$ cat config.mk
export PLATFORM = sky130hd
export DESIGN_NAME = pipe_ctrl
export DESIGN_NICKNAME = d
export VERILOG_FILES = /design/src/rtl/pipe_ctrl.sv
export SDC_FILE = /design/constraint.sdc
export NUM_CORES = 1
export LEC_CHECK = 0
export ABC_AREA = 1
export ABC_CLOCK_PERIOD_IN_PS = 3200
export BUFFER_PORTS_ARGS = -buffer_cell sky130_fd_sc_hd__buf_4
export CORE_UTILIZATION = 35
export DETAILED_ROUTE_END_ITERATION = 8
export GPL_TIMING_DRIVEN = 0
export PLACE_DENSITY = 0.57
export SLEW_MARGIN = 0
export SYNTH_ARGS = -nofsm -noshare
export SYNTH_HDL_FRONTEND = slang
export SYNTH_SLANG_ARGS = --single-unit
$ cat constraint.sdc
create_clock -name clk -period 3.2 [get_ports clk]
set_clock_uncertainty 0.15 [all_clocks]
set_input_delay 0 -clock clk [delete_from_list [all_inputs] [get_ports clk]]
set_output_delay 0 -clock clk [all_outputs]
set_load 0.02 [all_outputs]
$ cat src/rtl/pipe_ctrl.sv
// Pipeline controller for the IF/ID/EX/MEM core: stall/flush generation, control registers,
// trap/return sequencing. Optional stall counter at CR address 5 under `PIPE_CTRL_PERF_EN.
module pipe_ctrl #(
    parameter int ADDR_W = 30,
    parameter int DATA_W = 32,
    parameter int CODE_W = 3
) (
    input  logic              clk,
    input  logic              reset_,
    input  logic              IFBusy,
    input  logic              MemBusy,
    input  logic              LDHazard,
    input  logic              IRQ,
    input  logic              MemEn,
    input  logic [ADDR_W-1:0] MemPC,
    input  logic [1:0]        MemCtrlOp,
    input  logic [CODE_W-1:0] MemExpCode,
    input  logic [4:0]        MemWrAddr,
    input  logic [DATA_W-1:0] MemWrData,
    input  logic [4:0]        CRegRdAddr,
    output logic [DATA_W-1:0] CRegRdData,
    output logic              ExeMode,
    output logic              IntEn,
    output logic              IFStall,
    output logic              IDStall,
    output logic              EXStall,
    output logic              MemStall,
    output logic              IFFlush,
    output logic              IDFlush,
    output logic              EXFlush,
    output logic              MemFlush,
    output logic [ADDR_W-1:0] NewPC
);

    typedef enum logic {ST_RUN, ST_REDIRECT} state_t;

    localparam logic [CODE_W-1:0] IRQ_CAUSE = CODE_W'(7);
    localparam logic [1:0]        OP_WRCR   = 2'd1;
    localparam logic [1:0]        OP_EXRT   = 2'd2;

    state_t              state_reg, state_next;
    logic [1:0]          status_reg;      // bit0 ExeMode, bit1 IntEn
    logic [1:0]          pre_status_reg;
    logic [ADDR_W-1:0]   epc_reg;
    logic [DATA_W-1:0]   exp_vec_reg;
    logic [CODE_W-1:0]   cause_reg;

    logic                bus_stall, detect, exp_hit, irq_hit;
    logic                do_trap, do_return, do_wrcr;
    logic [CODE_W-1:0]   trap_cause;

    always_comb begin
        bus_stall  = IFBusy | MemBusy;
        detect     = (state_reg == ST_RUN) && MemEn && !bus_stall;
        exp_hit    = (MemExpCode != '0);
        irq_hit    = status_reg[1] & IRQ;
        do_trap    = detect && (exp_hit || irq_hit);
        do_return  = detect && !(exp_hit || irq_hit) && (MemCtrlOp == OP_EXRT);
        do_wrcr    = detect && !(exp_hit || irq_hit) && (MemCtrlOp == OP_WRCR);
        trap_cause = exp_hit ? MemExpCode : IRQ_CAUSE;
    end

    always_ff @(posedge clk) begin
        if (reset_) begin
            state_reg <= ST_RUN;
        end else begin
            state_reg <= state_next;
        end
    end

    always_comb begin
        state_next = state_reg;
        IFStall    = bus_stall | LDHazard;
        IDStall    = bus_stall | LDHazard;
        EXStall    = bus_stall;
        MemStall   = bus_stall;
        IFFlush    = 1'b0;
        IDFlush    = 1'b0;
        EXFlush    = LDHazard & !bus_stall;   // bubble behind a load-use hazard
        MemFlush   = 1'b0;
        NewPC      = '0;
        case (state_reg)
            ST_RUN: begin
                if (do_trap || do_return) begin
                    IFFlush    = 1'b1;
                    IDFlush    = 1'b1;
                    EXFlush    = 1'b1;
                    MemFlush   = 1'b1;
                    NewPC      = do_trap ? exp_vec_reg[ADDR_W-1:0] : epc_reg;
                    state_next = ST_REDIRECT;
                end
            end
            ST_REDIRECT: begin
                // IF already fetches from the new PC; squash what sits behind it.
                IDFlush    = 1'b1;
                EXFlush    = 1'b1;
                MemFlush   = 1'b1;
                state_next = ST_RUN;
            end
            default: state_next = ST_RUN;
        endcase
    end

    always_ff @(posedge clk) begin
        if (reset_) begin
            status_reg     <= '0;
            pre_status_reg <= '0;
            epc_reg        <= '0;
            exp_vec_reg    <= '0;
            cause_reg      <= '0;
        end else if (do_trap) begin
            pre_status_reg <= status_reg;
            epc_reg        <= MemPC;
            cause_reg      <= trap_cause;
            status_reg     <= '0;
        end else if (do_return) begin
            status_reg     <= pre_status_reg;
        end else if (do_wrcr) begin
            case (MemWrAddr)
                5'd0:    status_reg     <= MemWrData[1:0];
                5'd1:    pre_status_reg <= MemWrData[1:0];
                5'd2:    epc_reg        <= MemWrData[ADDR_W-1:0];
                5'd3:    exp_vec_reg    <= MemWrData;
                5'd4:    cause_reg      <= MemWrData[CODE_W-1:0];
                default: ;
            endcase
        end
    end

`ifdef PIPE_CTRL_PERF_EN
    logic [31:0] stall_cnt_reg;

    always_ff @(posedge clk) begin
        if (reset_) begin
            stall_cnt_reg <= '0;
        end else if (do_wrcr && (MemWrAddr == 5'd5)) begin
            stall_cnt_reg <= 32'(MemWrData);
        end else if (IFStall && (stall_cnt_reg != 32'hFFFF_FFFF)) begin
            stall_cnt_reg <= stall_cnt_reg + 32'd1;
        end
    end
`endif

    // Read port sees register state only; a same-cycle write is not forwarded.
    always_comb begin
        CRegRdData = '0;
        case (CRegRdAddr)
            5'd0:    CRegRdData = DATA_W'(status_reg);
            5'd1:    CRegRdData = DATA_W'(pre_status_reg);
            5'd2:    CRegRdData = DATA_W'(epc_reg);
            5'd3:    CRegRdData = exp_vec_reg;
            5'd4:    CRegRdData = DATA_W'(cause_reg);
`ifdef PIPE_CTRL_PERF_EN
            5'd5:    CRegRdData = DATA_W'(stall_cnt_reg);
`endif
            default: CRegRdData = '0;
        endcase
    end

    assign ExeMode = status_reg[0];
    assign IntEn   = status_reg[1];

endmodule

==> results by group, run 1 <==
Layout
  • Area of the multi-input gates: 0.002241 mm2
  • FF/Latch Area: 0.001401 mm2
  • Share of post-route cells with drive strength above 1: 0.2162
  • N_diodes: 0
  • Synthesis-to-layout area growth: 52.80%
  • Nets@finish: 1,057
  • Fin area: 0.006651 mm2
  • Max FFs per register: 32
  • Fillcell total: 1,226

Timing
  • RSZ-0062 raised after global routing: false
  • Max frequency: 0.4299 GHz
  • Tcrit/Tclk final: 0.7268
  • Slew @ Worst Pin: 0.7171 ns
  • Setup TNS: 0 ns
  • Max-slew violation count: 0
  • Post-layout min period: 2.326 ns
  • Max_slew headroom: 0.5219
  • Final hold vios: 0
  • Final count of negative-setup-slack endpoints: 0
  • Setup WS post-layout: 0.8741 ns

Critical path
  • Max FO, Critical Path: 10
  • Type of the worst setup path: reg2out
  • Startpoint Class: flip-flop
  • WP data required: 3.05 ns
  • Buffers & Inverters on Critical Path: 3
  • Slowest CP cell: dfxtp_1
  • CP cell instances: nand2_1, nand3_2, nand2_2, buf_2, buf_2, o22ai_1, buf_4
  • Cell mode on critical path: buf_2
  • Worst EP arrival: 2.18 ns
  • Peak per-stage delay on the critical path: 0.42 ns
  • Top cell family by delay on the critical path: buffers and inverters
  • Setup crit end kind: primary output

Detailed routing
  • Drt total wl: 15,570 um
  • Routed len/inst: 13.61 um
  • # DRC: 0
  • Routed Antenna Nets: 0
  • Drt via density: 4.633
  • Iter 0 DRT Violations: 302
  • Via Count: 5,300
  • DR pass1 iterations: 5

Logic synthesis
  • Top cells by area, synth: dfxtp_1, nand2_1, nor2_1
  • Synthesis-stage register bit count: 70
  • Top FF cell, synth: dfxtp_1
  • Fraction of registers with async set/reset: 0
  • Cell Area, Synth: 0.004353 mm2
  • Synth unique cells: 28
  • Post-Syn Nets: 826
  • Most frequent cell after synthesis: nand2_1
  • EDFF count, synth: 0
  • Top cells by instance count after synthesis: nand2_1, nor2_1, inv_1, dfxtp_1, o22ai_1
  • Synthesized instance count: 742
  • Synth warn: 0
  • Mean Syn Cell Area: 5.866 um2
  • Yosys top cell by area: dfxtp_1
  • Yosys top cell area share: 0.3219
  • Seq/Total Area, Yosys: 0.3219

Power
  • Total Power: 2.169 mW
  • Pwr dens: 326.1 mW/mm2
  • Peak VDD IR: 0.2127 mV
  • Clock share of power: 0.436
  • Leakage: 3.358 nW
  • Switching Fraction: 0.2411
  • Internal power: 1.646 mW
  • Logic pwr share: 0.157
  • Psw: 522.9 uW
  • Register share of total power: 0.407

Clock tree
  • Clk buf depth: 2
  • Reg clk slew, reported paths: 0.05 ns
  • Number of buffers created by CTS: 9
  • Root Driver: clkbuf_16
  • CTS tree: done
  • H-tree levels: 3
  • Number of setup buffers added after CTS: 0
  • CTS Sinks: 70
  • Hold_buf cts: 66
  • Clock Latency Late Sink: 0.33 ns
  • Gates resized, CTS repair: 0

Placed design
  • DP Worst Slack: 1.269 ns
  • Area post-placement: 0.005719 mm2
  • IO Port Bufs: 154
  • Final HPWL DP: 11,180 um
  • Routability cong.: 0.8657

Floorplanning
  • Die ar.: 0.01289 mm2
  • # rows: 40
  • Starting Density: 0.3609
  • Die H: 113.5 um
  • Ports: 156
  • DIE WIDTH: 113.5 um
  • Core Region: 0.01206 mm2

Global routing
  • First-pass GRT wire length: 24,220 um
  • Largest net degree at the start of global routing: 11
  • Initial antenna violation count: 0
  • Number of global-route vias before repair: 5,011
  • Total Routing Usage GR: 0.2440
  • GR Overflow Total: 0

Run status
  • Status: completed

Job
  • Max_cap viols: 0

Hold path
  • Min-delay worst type: in2reg
cells by family after synthesis:
kind of cell | Yosys count | share of synthesized area
and+or+nand+nor | 442 | 0.4156
buffers and inverters | 162 | 0.1633
DFF | 70 | 0.3219
AOI/OAI and AO/OA | 68 | 0.09916
worst register-to-register path, stage by stage (launching register included):
cell and delay [ns]:
dfxtp_1 0.36, nand2_1 0.10, nand3_2 0.22, nor2_4 0.26, nand2_2 0.17, nand2_1 0.10, nand2_1 0.08, nor2_1 0.09
nor2_1 0.04, dlygate4sd3_1 0.53
layer usage:
metal  GRT usage  share of wire  wire [um]
met3     0.04888          0.061        950
met4     0.08070          0.016        255
met1      0.2900           0.44       6850
met2      0.4374           0.48       7516
met5           0              0          0
power groups by stage:
| stage | Clock, mW | Combinational, mW | Sequential (mW) |
|---|---|---|---|
| 2_1_floorplan | 0 | 0.138 | 0.900 |
| 3_3_place_gp | 0 | 0.272 | 0.901 |
| 5_1_grt | 0.998 | 0.374 | 0.882 |
| 4_1_cts | 0.959 | 0.339 | 0.882 |
| 3_5_place_dp | 0 | 0.274 | 0.901 |
| 6_report | 0.947 | 0.340 | 0.882 |
layout make-up:
class | count | area share
Buffer | 46 | 0.04138
Clock buffer | 12 | 0.03555
Clock inverter | 2 | 0.005267
Inverter | 116 | 0.06546
Multi-Input combinational cell | 510 | 0.3369
Sequential cell | 70 | 0.2107
Tap cell | 168 | 0.03160
Timing Repair Buffer | 220 | 0.2731
metrics by stage:
stage	std cells	util	hold WS (ns)
final	1144	0.5515	0.007503
after detailed placement	1064	0.4742	0.04400
after global placement	1064	0.4742	0.04126
after CTS	1144	0.5515	0.002429
after global routing	1144	0.5515	0.04563
after floorplan	742	-	-0.07762
placed cells by master, fill, tap and decap left out, drive strengths merged:
master       count
nand4            7
o21ai            5
bufinv           1
buf            188
nand3           46
o221ai           1
inv            116
o22ai           57
o21bai           2
clkbuf          24
nor2           158
nor3             3
a21oi            3
clkinv           1
dfxtp           70
dlygate4sd3     66
nand2          227
or2              1
final timing paths:
path                 start  slack, ns       endpoint  cells past startpoint
max          status_reg[1]       0.87       NewPC[0]                      7
min          MemExpCode[0]      0.008   cause_reg[1]                      8
min reg2reg    epc_reg[18]       0.33    epc_reg[18]                      2
max reg2reg  status_reg[1]       0.98  status_reg[0]                      9
No activity file was read; power rests on OpenSTA's default activity.
==> run 2: changes to the inputs <==
Settings changed: ABC_AREA 1 to 0, ABC_CLOCK_PERIOD_IN_PS 3200 to 2300, PLACE_DENSITY 0.57 to 0.58.
Clock period 3.2 ns to 2.3 ns, I/O delays scaled along.
==> run 2 against run 1 <==
- combinational power increased by 46%
- largest cell class unchanged
- synthesized cell count decreased by 36%
- largest power group is now registers
- design area decreased by 8.5%
- sequential power increased by 44%
- sequential cell count unchanged
- die area decreased by 13%
- critical endpoint is now NewPC[25]
- via count decreased by 10%
- first-iteration DRC count increased by 4.6%
==> results by group, run 2 <==
Detailed routing
  • Routed Antenna Nets: 0 (unchanged)
  • # DRC: 0 (unchanged)
  • Iter 0 DRT Violations: 316 (+4.6%)
  • Drt via density: 5.593 (+21%)
  • DR pass1 iterations: 6 (+1)
  • Via Count: 4,760 (-10%)
  • Drt total wl: 15,110 um (-3.0%)
  • Routed len/inst: 17.75 um (+30%)

Placed design
  • IO Port Bufs: 154 (unchanged)
  • Cell count after placement: 762 (-28%)
  • Final HPWL DP: 10,370 um (-7.3%)
  • Area post-placement: 0.005087 mm2 (-11%)
  • Routability cong.: 0.8241 (-4.8%)
  • DP Worst Slack: -0.3236 ns (-1.593 ns)

Critical path
  • Worst EP arrival: 2.09 ns (-0.09 ns)
  • Max FO, Critical Path: 10 (unchanged)
  • Buffers & Inverters on Critical Path: 6 (+3)
  • Slowest CP cell: dlygate4sd3_1
  • Reg2Reg Setup Slack: 0.17 ns (-0.81 ns)
  • CP cell instances: dlygate4sd3_1, buf_4, a2111oi_4, buf_4, buf_4, nor2_2, clkbuf_4, a22o_1, buf_4
  • WP data required: 2.15 ns (-0.90 ns)
  • Peak per-stage delay on the critical path: 0.54 ns (+0.12 ns)
  • Type of the worst setup path: in2out
  • Startpoint Class: input pin
  • Top cell family by delay on the critical path: buffers and inverters
  • Cell mode on critical path: buf_4
  • Setup crit end kind: primary output

Layout
  • Most frequent cells in the layout: buf_4, nand2_1, dfxtp_1, dlygate4sd3_1, a21oi_1
  • Share of post-route cells with drive strength above 1: 0.3091 (+0.09290)
  • Non-Filler Instances: 851 (-26%)
  • Commonest non-fill, non-tap cell in the layout: buf_4
  • Nets@finish: 794 (-25%)
  • Max FFs per register: 32 (unchanged)
  • Fin area: 0.006087 mm2 (-8.5%)
  • N_diodes: 0 (unchanged)
  • Fillcell total: 990 (-19%)
  • Synthesis-to-layout area growth: 61.84%

Timing
  • Max frequency: 0.4464 GHz
  • Slew @ Worst Pin: 0.7881 ns (+0.07102 ns)
  • Max_slew headroom: 0.4746 (-0.04735)
  • Final count of negative-setup-slack endpoints: 0 (unchanged)
  • Max-slew violation count: 0 (unchanged)
  • Setup WS post-layout: 0.05992 ns (-0.8142 ns)
  • Post-layout min period: 2.240 ns
  • Final hold vios: 0 (unchanged)
  • Hold WS: 0.06722 ns (+0.05971 ns)
  • Tcrit/Tclk final: 0.9739
  • RSZ-0062 raised after global routing: true

Logic synthesis
  • Synthesis-stage register bit count: 70 (unchanged)
  • Yosys top cell area share: 0.3726 (+0.05066)
  • Most frequent cell after synthesis: nand2_1
  • Fraction of registers with async set/reset: 0 (unchanged)
  • Yosys top cell by area: dfxtp_1
  • Top FF cell, synth: dfxtp_1
  • Synth warn: 0 (unchanged)
  • Synth unique cells: 47 (+68%)
  • Cell Area, Synth: 0.003761 mm2 (-14%)
  • Mean Syn Cell Area: 7.968 um2 (+36%)
  • Synthesized instance count: 472 (-36%)
  • Post-Syn Nets: 556 (-33%)
  • Seq/Total Area, Yosys: 0.3726 (+0.05066)
  • Top cells by area, synth: dfxtp_1, a22o_1, nand2_1
  • Top cells by instance count after synthesis: nand2_1, dfxtp_1, a21oi_1, a22o_1, clkbuf_1
  • EDFF count, synth: 0 (unchanged)

Floorplanning
  • Die H: 105.7 um (-6.9%)
  • # rows: 37 (-7.5%)
  • Core Region: 0.01037 mm2 (-14%)
  • Starting Density: 0.3627 (+0.001801)
  • Die ar.: 0.01117 mm2 (-13%)
  • DIE WIDTH: 105.7 um (-6.9%)
  • Ports: 156 (unchanged)

Clock tree
  • Reg clk slew, reported paths: 0.07 ns (+0.02 ns)
  • Root Driver: clkbuf_8
  • Number of buffers created by CTS: 9 (unchanged)
  • Clock Latency Late Sink: 0.34 ns (about the same)
  • Clk buf depth: 2 (unchanged)
  • H-tree levels: 3 (unchanged)
  • CTS Sinks: 70 (unchanged)
  • CTS tree: done

Power
  • Peak VDD IR: 0.2729 mV (+28%)
  • Leakage: 2.530 nW (-25%)
  • Pwr dens: 460.2 mW/mm2 (+41%)

Hold path
  • Min-delay worst type: in2reg

Run status
  • Status: completed

Global routing
  • GR Overflow Total: 0 (unchanged)
  • Initial antenna violation count: 0 (unchanged)
  • First-pass GRT wire length: 23,450 um (-3.2%)
  • Total Routing Usage GR: 0.2666 (+0.02261)
  • Number of global-route vias before repair: 4,563 (-8.9%)
  • Largest net degree at the start of global routing: 13 (+2)

Job
  • Max_cap viols: 0 (unchanged)
[run 2: changes by cell type after synthesis, moves of 20 or more]
cell / change
nand3_1: -42
a311oi_1: +20
nor2_1: -144
inv_1: -109
a22o_1: +57
o22ai_1: -56
a21oi_1: +65
nand2_1: -99
[run 2: logic make-up after synthesis]
| logic type | synth area share |
|---|---|
| AOI/OAI and AO/OA | 0.3603 |
| buffers and inverters | 0.06454 |
| DFF | 0.3726 |
| muxes | 0.01131 |
| and+or+nand+nor | 0.1913 |
[run 2: where the power goes]
| part | internal (mW) | total [mW] | switching [mW] |
|---|---|---|---|
| registers | 1.24 | 1.27 | 0.0241 |
| clock network | 0.561 | 1.04 | 0.479 |
| logic | 0.262 | 0.496 | 0.234 |
[run 2: area by class of cell]
type | instances | area [um2] | share of cell area
multi-input cells | 349 | 2161 | 0.3550
repair buffers | 227 | 1877 | 0.3083
flip-flops and latches | 70 | 1403 | 0.2304
plain buffers | 48 | 250.2 | 0.04111
well taps | 136 | 170.2 | 0.02795
clock buffers | 11 | 151.4 | 0.02487
clock inverters | 5 | 56.30 | 0.009250
inverters | 5 | 18.77 | 0.003083
[run 2: final timing paths]
path                        start         endpoint  cells past startpoint
setup / recovery    MemExpCode[2]        NewPC[25]                      9
hold / removal       MemWrAddr[2]     cause_reg[1]                      4
setup reg to reg    status_reg[1]      epc_reg[27]                      6
hold reg to reg   exp_vec_reg[30]  exp_vec_reg[30]                      2
[run 2: timing repair]
action | 4_1_cts | 5_1_grt
setup buffers | 4 | 0
pin swaps | 1 | 0
endpoints found under the hold margin | 70 | 0
setup endpoints to repair | 90 | 51
resized for setup | 17 | 7
hold buffers | 69 | 0
[run 2: per-layer routing]
| layer | global-route usage | routed length [um] | up-vias |
|---|---|---|---|
| met5 | 0 | 0 | - |
| met4 | 0.08036 | 234 | 0 |
| met1 | 0.3484 | 6710 | 2298 |
| met2 | 0.4510 | 7167 | 217 |
| met3 | 0.04020 | 993 | 27 |
| li1 | - | - | 2218 |
[run 2: worst min-delay path, cell delays in order]
cell and delay [ns]:
buf_4 0.09, a31oi_1 0.18, o21ai_0 0.17, a21oi_1 0.06
[run 2: stage by stage]
step / TNS, ns / util / power (mW)
finish: 0 / 0.5870 / 2.801
global route: -0.04841 / 0.5870 / 2.908
CTS: 0 / 0.5849 / 2.815
detailed placement: -17.16 / 0.4906 / 1.674
global placement: -16.73 / 0.4906 / 1.670
floorplan: 0 / - / 1.466
==> run 3: changes to the inputs <==
Settings changed: ABC_AREA 0 to 1, PLACE_DENSITY 0.58 to 0.57.
==> run 3 against run 2 <==
- maximum frequency grew 3.3%
- cell count grew 35%
- design area grew 9.8%
- hold slack lost 0.057 ns
- largest cell class unchanged
==> results by group, run 3 (synthesis results as in run 1) <==
Run status
  • Status: completed

Placed design
  • Cell count after placement: 1,064 (+40%)
  • Final HPWL DP: 11,180 um (+7.8%)
  • IO Port Bufs: 154 (unchanged)
  • DP Worst Slack: 0.3691 ns (+0.6927 ns)
  • Routability cong.: 0.8657 (+5.0%)
  • Area post-placement: 0.005719 mm2 (+12%)

Detailed routing
  • DR pass1 iterations: 5 (-1)
  • Routed len/inst: 13.58 um (-23%)
  • Drt via density: 4.654 (-17%)
  • Via Count: 5,333 (+12%)
  • Iter 0 DRT Violations: 308 (-2.5%)
  • # DRC: 0 (unchanged)
  • Routed Antenna Nets: 0 (unchanged)
  • Drt total wl: 15,560 um (+3.0%)

Layout
  • Share of post-route cells with drive strength above 1: 0.2198 (-0.08925)
  • Finished Core Util: 0.5541 (-0.03284)
  • Max FFs per register: 32 (unchanged)
  • Commonest non-fill, non-tap cell in the layout: nand2_1
  • Most frequent cells in the layout: nand2_1, buf_4, nor2_1
  • Nets@finish: 1,059 (+33%)
  • Fin area: 0.006684 mm2 (+9.8%)
  • Fillcell total: 1,225 (+24%)
  • N_diodes: 0 (unchanged)
  • Non-Filler Instances: 1,146 (+35%)
  • Synthesis-to-layout area growth: 53.55%

Clock tree
  • Number of buffers created by CTS: 9 (unchanged)
  • Clk buf depth: 2 (unchanged)
  • H-tree levels: 3 (unchanged)
  • Reg clk slew, reported paths: 0.05 ns (-0.02 ns)
  • Clock Latency Late Sink: 0.33 ns (about the same)
  • CTS Sinks: 70 (unchanged)
  • CTS tree: done
  • Root Driver: clkbuf_16

Critical path
  • Reg2Reg Setup Slack: 0.19 ns (+0.02 ns)
  • WP data required: 2.15 ns (about the same)
  • Type of the worst setup path: reg2out
  • R2r endpoint: status_reg[0]
  • CP startpoint: status_reg[1]
  • Setup crit end kind: primary output
  • R2R Path Start: status_reg[1]
  • Worst EP arrival: 2.02 ns (-0.07 ns)
  • Worst reg2reg path depth: 9 (+3)
  • Startpoint Class: flip-flop
  • Max FO, Critical Path: 10 (unchanged)

Floorplanning
  • Die ar.: 0.01289 mm2 (+15%)
  • Starting Density: 0.3609 (-0.001801)
  • # rows: 40 (+8.1%)
  • DIE WIDTH: 113.5 um (+7.4%)
  • Ports: 156 (unchanged)
  • Core Region: 0.01206 mm2 (+16%)
  • Die H: 113.5 um (+7.4%)

Timing
  • Final count of negative-setup-slack endpoints: 0 (unchanged)
  • Tcrit/Tclk final: 0.9425 (-0.03149)
  • Setup TNS: 0 ns (unchanged)
  • Hold WS: 0.01052 ns (-0.05670 ns)
  • RSZ-0062 raised after global routing: false
  • Post-layout min period: 2.168 ns (-0.07243 ns)
  • Final hold vios: 0 (unchanged)
  • Slew @ Worst Pin: 0.7266 ns (-0.06153 ns)
  • Max-slew violation count: 0 (unchanged)
  • Max frequency: 0.4613 GHz (+3.3%)
  • Max_slew headroom: 0.5156 (+0.04102)
  • Setup WS post-layout: 0.1323 ns (+0.07243 ns)

Hold path
  • Hold Path Stages: 6 (+2)
  • Hold path start: MemCtrlOp[0]
  • Min-delay worst type: in2reg
  • Hold Path Sink: status_reg[1]

Power
  • Pwr dens: 451.0 mW/mm2 (-2.0%)
  • Leakage: 3.372 nW (+33%)
  • Logic pwr share: 0.158 (-0.019)
  • Internal power: 2.293 mW (+11%)
  • Register share of total power: 0.407 (-0.045)
  • Total Power: 3.014 mW (+7.6%)
  • Peak VDD IR: 0.2920 mV (+7.0%)
  • Clock share of power: 0.435 (+0.064)
  • Psw: 721.4 uW (-2.1%)
  • Switching Fraction: 0.2393 (-0.02382)

Global routing
  • Initial antenna violation count: 0 (unchanged)
  • Largest net degree at the start of global routing: 11 (-2)
  • First-pass GRT wire length: 24,210 um (+3.2%)
  • GR Overflow Total: 0 (unchanged)
  • Number of global-route vias before repair: 5,011 (+9.8%)
  • Total Routing Usage GR: 0.2439 (-0.02272)

Job
  • Max_cap viols: 0 (unchanged)
run 3: area by class of cell:
| class | instances | area, um2 | area share |
|---|---|---|---|
| clock inverters | 2 | 35.03 | 0.005241 |
| multi-input cells | 510 | 2255 | 0.3373 |
| plain buffers | 46 | 277.8 | 0.04156 |
| inverters | 116 | 435.4 | 0.06514 |
| flip-flops and latches | 70 | 1403 | 0.2098 |
| well taps | 168 | 210.2 | 0.03145 |
| repair buffers | 222 | 1832 | 0.2741 |
| clock buffers | 12 | 236.5 | 0.03538 |
run 3: per-layer routing:
metal	wire length (um)	part of all wire	track usage
met5	0	0	0
met3	968	0.062	0.04888
met1	6734	0.43	0.2897
met2	7579	0.49	0.4374
met4	280	0.018	0.08070
run 3: worst max-delay path by stage:
stage / cells after the start / end / slack (ns)
2_1_floorplan: 7 / MemFlush / 0.55
3_3_place_gp: 7 / NewPC[0] / 0.35
3_5_place_dp: 7 / NewPC[15] / 0.37
4_1_cts: 8 / NewPC[0] / 0.03
5_1_grt: 7 / NewPC[4] / 0.008
6_report: 7 / NewPC[29] / 0.13
run 3: power by group through the flow:
stage / combinational (mW) / clock [mW] / sequential [mW]
final: 0.477 / 1.31 / 1.23
after global routing: 0.524 / 1.39 / 1.23
after CTS: 0.473 / 1.33 / 1.23
after detailed placement: 0.382 / 0 / 1.25
after global placement: 0.378 / 0 / 1.25
after floorplan: 0.191 / 0 / 1.25
run 3: critical path, stage by stage, from the launching register on:
cell and delay, ns:
dfxtp_2 0.34, nand2_1 0.10, nand3_4 0.15, nand2_2 0.19
buf_2 0.26, buf_2 0.30, o22ai_1 0.15, buf_4 0.18
run 3: repair_timing:
action	4_1_cts	5_1_grt
pin swaps	0	1
resized for setup	2	2
buffers inserted	0	2
hold endpoints to repair	69	0
hold buffers	66	0
endpoints found under the setup margin	1	12
cloned	0	0
